[config.mk]
export PLATFORM = sky130hd
export DESIGN_NAME = serial_sub_ctrl
export DESIGN_NICKNAME = d
export VERILOG_FILES = /design/src/rtl/serial_sub_ctrl.sv
export SDC_FILE = /design/constraint.sdc
export NUM_CORES = 1
export LEC_CHECK = 0
export ABC_CLOCK_PERIOD_IN_PS = 3300
export BUFFER_PORTS_ARGS = -buffer_cell sky130_fd_sc_hd__buf_2
export CAP_MARGIN = 5
export CORE_MARGIN = 3
export CORE_UTILIZATION = 50
export CTS_CLUSTER_DIAMETER = 100
export DETAILED_ROUTE_END_ITERATION = 12
export PLACE_DENSITY = 0.79
export SYNTH_ARGS = -nofsm -noshare
export SYNTH_HDL_FRONTEND = slang
export SYNTH_SLANG_ARGS = --single-unit
[constraint.sdc]
create_clock -name clk -period 3.3 [get_ports clk]
set_clock_uncertainty 0.15 [all_clocks]
set_input_delay 0.165 -clock clk [delete_from_list [all_inputs] [get_ports clk]]
set_output_delay 0.165 -clock clk [all_outputs]
set_load 0.02 [all_outputs]
[src/rtl/serial_sub_ctrl.sv]
// Bit-serial subtractor: one full-subtractor cell stepped LSB-first over WIDTH bits.
// Result, borrow and zero are registered and update only when done pulses.
module serial_sub_ctrl #(
  parameter int WIDTH = 8,
  localparam int CW = $clog2(WIDTH)
) (
  input  logic             clk,
  input  logic             rst,
  input  logic             start,
  input  logic [WIDTH-1:0] a,
  input  logic [WIDTH-1:0] b,
  input  logic             bin,
  output logic             ready,
  output logic             busy,
  output logic             done,
  output logic [WIDTH-1:0] difference,
  output logic             borrow,
  output logic             zero
);

  typedef enum logic [1:0] {IDLE, RUN, DONE} state_t;

  state_t           state_q, state_d;
  logic [WIDTH-1:0] a_q, a_d, b_q, b_d, r_q, r_d;
  logic [WIDTH-1:0] diff_q, diff_d;
  logic             brw_q, brw_d, borrow_q, borrow_d, zero_q, zero_d;
  logic [CW-1:0]    cnt_q, cnt_d;

  logic             d_bit, brw_nxt;
  logic [WIDTH-1:0] r_nxt;

  always_comb begin
    d_bit   = a_q[0] ^ b_q[0] ^ brw_q;
    brw_nxt = (~a_q[0] & b_q[0]) | (~(a_q[0] ^ b_q[0]) & brw_q);
    r_nxt   = {d_bit, r_q[WIDTH-1:1]};

    state_d  = state_q;
    a_d      = a_q;
    b_d      = b_q;
    r_d      = r_q;
    brw_d    = brw_q;
    cnt_d    = cnt_q;
    diff_d   = diff_q;
    borrow_d = borrow_q;
    zero_d   = zero_q;

    case (state_q)
      IDLE, DONE: begin
        // DONE accepts a new start directly so back-to-back ops have no gap
        if (start) begin
          a_d     = a;
          b_d     = b;
          brw_d   = bin;
          r_d     = '0;
          cnt_d   = '0;
          state_d = RUN;
        end else begin
          state_d = IDLE;
        end
      end
      RUN: begin
        a_d   = a_q >> 1;
        b_d   = b_q >> 1;
        brw_d = brw_nxt;
        r_d   = r_nxt;
        cnt_d = cnt_q + CW'(1);
        if (cnt_q == CW'(WIDTH - 1)) begin
          diff_d   = r_nxt;
          borrow_d = brw_nxt;
          zero_d   = (r_nxt == '0);
          state_d  = DONE;
        end
      end
      default: state_d = IDLE;
    endcase
  end

  always_ff @(posedge clk or posedge rst) begin
    if (rst) begin
      state_q  <= IDLE;
      a_q      <= '0;
      b_q      <= '0;
      r_q      <= '0;
      brw_q    <= 1'b0;
      cnt_q    <= '0;
      diff_q   <= '0;
      borrow_q <= 1'b0;
      zero_q   <= 1'b0;
    end else begin
      state_q  <= state_d;
      a_q      <= a_d;
      b_q      <= b_d;
      r_q      <= r_d;
      brw_q    <= brw_d;
      cnt_q    <= cnt_d;
      diff_q   <= diff_d;
      borrow_q <= borrow_d;
      zero_q   <= zero_d;
    end
  end

  assign ready      = (state_q == IDLE) || (state_q == DONE);
  assign busy       = (state_q == RUN);
  assign done       = (state_q == DONE);
  assign difference = diff_q;
  assign borrow     = borrow_q;
  assign zero       = zero_q;

endmodule

* Word level (Yosys, flattened, before mapping)
Index checks and enable logic that the tools add are counted.
** Operators by class
- $add $sub $neg :: 1
- Equal/unequal tests :: 5
- Mux-type cells :: 13
- Reduce and logical (&&, ||, !) cells :: 7
- Bitwise operators :: 7
** Operator list (number)
- 8-bit one-hot mux with 2 select lines :: 3
- 8-bit 2-to-1 mux :: 3
- 8-bit zero test :: 1
- 3-bit one-hot mux with 2 select lines :: 1
- 2-bit one-hot mux with 2 select lines :: 1
- 2-bit AND reduction :: 2
- 3-bit by 1-bit adder with 3-bit output, second input constant :: 1
- 3-bit == test, second input constant :: 1
- 3-bit 2-to-1 mux :: 1
- 1-bit bitwise AND :: 2
- 2-bit by 1-bit == test with 1-bit output, second input constant :: 1
- 2-bit == test, second input constant :: 1
- 2-bit zero test :: 1
- 1-bit 2-to-1 mux :: 2
- 2-bit 2-to-1 mux :: 1
- 2-bit by 1-bit != test with 1-bit output, second input constant :: 1
- 2-bit != test, second input constant :: 1
- 1-bit NOT :: 2
- 1-bit one-hot mux with 2 select lines :: 1
- 2-bit nonzero test :: 1
- 2-bit OR reduction :: 1
- 1-bit bitwise XOR :: 2
- 1-bit logical OR :: 1
- 1-bit OR :: 1
** Word-level totals
- Bits of input ports :: 20
- Output and inout port bits :: 13
- Register bits after elaboration :: 40
- Logic and storage cells :: 42

* Longest topological paths before layout
- Depth after elaboration :: 5
- Depth in mapped cells :: 6
- Mapped depth without buffers :: 5

* Worst setup path after synthesis
Ideal clock, no wire load.
- Kind :: flip-flop to flip-flop
- From :: register cnt_q[0]
- To :: register diff_q[0] (netlist: difference[0])
- Data required time :: 3.025 ns
- Stages on the path, launching flop included :: 6
- Buffers on the path :: 1
- Slack :: 1.601 ns
- Clock period less this slack :: 1.699 ns
- Data arrival time :: 1.424 ns
- Setup time :: 0.125 ns
- Cell sequence :: dfrtp_1 > ha_1 > ha_1 > nand3b_1 > buf_2 > mux2_2
** On the way
- Longest elaborated chain between the ends :: 2
** Ends and longest elaborated chain
- start: declaration :: RTL line 27 : logic [CW-1:0] cnt_q, cnt_d;
- start signal: assignment :: RTL line 95 : cnt_q <= cnt_d;
- 3-bit == test :: RTL line 67 : if (cnt_q == CW'(WIDTH - 1)) begin
- 2-bit AND reduction (no source line)
- end signal: assignment :: RTL line 96 : diff_q <= diff_d;
- end: declaration :: RTL line 25 : logic [WIDTH-1:0] diff_q, diff_d;
Every way passes these cells.
A chain may end at the register's enable or synchronous reset.

* Worst setup path in the final report
- From :: register state_q[1]
- To :: output port busy
** On the way
- Longest elaborated chain between the ends :: 1
** Ends and longest elaborated chain
- start: declaration :: RTL line 23 : state_t state_q, state_d;
- start signal: assignment :: RTL line 90 : state_q <= state_d;
- 2-bit by 1-bit == test with 1-bit output :: RTL line 103 : assign busy = (state_q == RUN);
- end: declaration :: RTL line 14 : output logic busy,
Every way passes these cells.

==> metrics.csv <==
metric,value,unit
outcome,"complete, no violations",
ant_nets,0,
slowest_delay,0.40,ns
fin_crit_sh,65.4,%
final-setup-viol-count,0,
drt-wirelength-per-cell,13.7,um
num_rows,20,
vias_per_cell,5.07,
rrSetupSlack,1.27,ns
r2r-start,state_q[1],
insertion_delay,0.34,ns
syn-instance-count,133,
arrival,1.84,ns
critical_path.cell_chain,"nand2b_1, inv_1, buf_4, buf_2",
worst-slew-pin-transition,0.577,ns
fin_setup_tns,0,ns
cts_tree,built,
max_freq,0.464,GHz
p_sw,670,uW
power_density,859,nW/um^2
dp_slack,1.29,ns
coreArea,3100,sq um
path_delay_family,buffers and inverters,
ios,33,
vdd_drop_max,502,uV
vias,1157,
reg2reg_to,brw_q,
cts_root_buf,clkbuf_4,
pwr-share-comb,40.5,%
synthTopCellsByCount,"dfrtp_1 (39), nand2_1 (17), o21ai_0 (16)",
rsz0062_at_grt,no,
worst-path-buf-inv,3,
power_frac_seq,45.6,%
switching_share,37.9,%
htreeDepth,2,
clock_sinks,39,
drt-total-wl,3.13,mm
path_class,reg2out,
power.internal,1.10,mW
leakage,1.00,nW
cp-endpoint,busy,
synth_top_area_share,59.1,%
gr-total-overflow,0,
cp.required,2.98,ns
synth_seq_cells,39,
synthToLayoutAreaGrowth,24.7,%
clkTransAtPathRegs,0.11,ns
synth_async_sr_flop_share,100,%
ys_warn_count,0,
dr.pass1.iters,4,
grt_pass1_vias,1204,
fillers,261,
cp_slowest_cell,dfrtp_1,
drcViolationCount,0,
grtUsageTotal,18.2,%
period_needed,2.16,ns
p_total,1.77,mW
antenna_found_initial,0,
fin_ws,1.14,ns
worst-path-stages,4,
clockPowerShare,13.9,%
synth_nets,156,
yosysSeqAreaShare,59.1,%
worstSetupStartpoint,state_q[1],
synth_area,1650,sq um
finalHoldWorstSlack,0.0226,ns
cts_setup_buffers,0,
start_util,53.2,%
reg2reg_depth,5,
grt_max_degree,40,
io_buffers,32,
cts_buffers,5,
syn_area_per_cell,12.4,sq um
yosysMostFrequentCell,dfrtp_1,
cp_max_fo,23,
gp_congestion,0.773,
hp-class,in2reg,
drtIter0Drc,29,
utilization,66.3,%
synth_edf_count,0,
synth_ff_type,dfrtp_1,
dpl.hpwl,2.16,mm
drv_cap,0,
fin_nets,207,
drive_gt1_share,28.8,%
relSlewSlack,61.4,%
die_area,4030,sq um
slew_violations,0,
synth_cell_types,22,
synthTopCellsByArea,"dfrtp_1 (59%), mux2i_1 (8.5%), mux2_2 (6.1%)",
yosys.area.top_type,dfrtp_1,
finalHoldViolations,0,
fp.dieH,63.5,um
start_kind,flip-flop,
clk_path_buf_depth,2,
setup.worst_path.end_class,output port,
cts_hold_buf,17,
die_w,63.5,um
ctsResizeCount,0,
n_antenna_cell,0,
grt_pass1_wl,5.55,mm
## kinds of logic after synthesis
family | Yosys count | synth area share [%]
flip-flops | 39 | 59.1
AO/OA/AOI/OAI | 29 | 11.8
AND/OR/NAND/NOR | 25 | 6.98
multiplexers | 23 | 14.6
buffers and inverters | 14 | 4.78
adder cells (fa/ha/maj) | 3 | 2.73
## flip-flops by register name, summed over array words and instances, names as in the netlist, 2 cells and up
register and count:
difference 8, a_q 8, r_q 7, cnt_q 3
state_q 2, b_q 8
## per-stage QoR
step | cells | instance area [sq um]
global route | 228 | 2060
CTS | 228 | 2060
detailed placement | 204 | 1830
global placement | 204 | 1830
floorplan | 133 | 1650
finish | 228 | 2060
## metal layers
layer  up-vias  share of wire, %  track usage (%)
met5         -                 0                0
met4         0               2.3             8.89
met1       557                44             21.5
met2        31                50             31.2
li1        562                 -                -
met3         7               4.3             3.74
## final cells by class
type	count	area [sq um]	area share (%)
Multi-Input combinational cell	80	596	28.9
Tap cell	44	55.1	2.67
Sequential cell	39	976	47.4
Inverter	6	22.5	1.09
Clock buffer	6	51.3	2.49
Clock inverter	1	5.00	0.243
Timing Repair Buffer	52	353	17.1
## cell usage in the layout (no fill, tap or decap), types with 3 or more instances in the layout
cell type | Yosys | routed
a22o_1 | 11 | 11
buf_2 | 3 | 32
buf_4 | 2 | 3
clkbuf_4 | 0 | 5
dfrtp_1 | 39 | 39
dlygate4sd3_1 | 0 | 17
inv_1 | 6 | 6
mux2_2 | 9 | 9
mux2i_1 | 14 | 14
nand2_1 | 17 | 17
o21ai_0 | 16 | 16
## worst reg2reg max path, cell delays in order (launching register included)
cell and delay [ns]:
dfrtp_1 0.40, nand2b_1 0.18, inv_1 0.39, buf_4 0.32, nor2_2 0.15, a221o_1 0.33
## worst min-delay path by stage
| stage | slack [ns] | end | cells after the start | startpoint |
|---|---|---|---|---|
| floorplan | 0.15 | a_q[7] | 1 | a[7] |
| global placement | 0.14 | b_q[2] | 3 | rst |
| detailed placement | 0.16 | b_q[1] | 3 | rst |
| CTS | 0.03 | a_q[6] | 3 | a[6] |
| global route | 0.04 | a_q[6] | 3 | a[6] |
| finish | 0.02 | a_q[6] | 3 | a[6] |
## power by group through the flow
stage / registers, mW / logic (mW) / clock network [mW]
floorplan: 0.845 / 0.502 / 0
global route: 0.835 / 0.796 / 0.275
global placement: 0.798 / 0.675 / 0
finish: 0.806 / 0.716 / 0.245
CTS: 0.807 / 0.722 / 0.253
detailed placement: 0.815 / 0.708 / 0
Note: power is estimated with default switching activity, not from simulation.
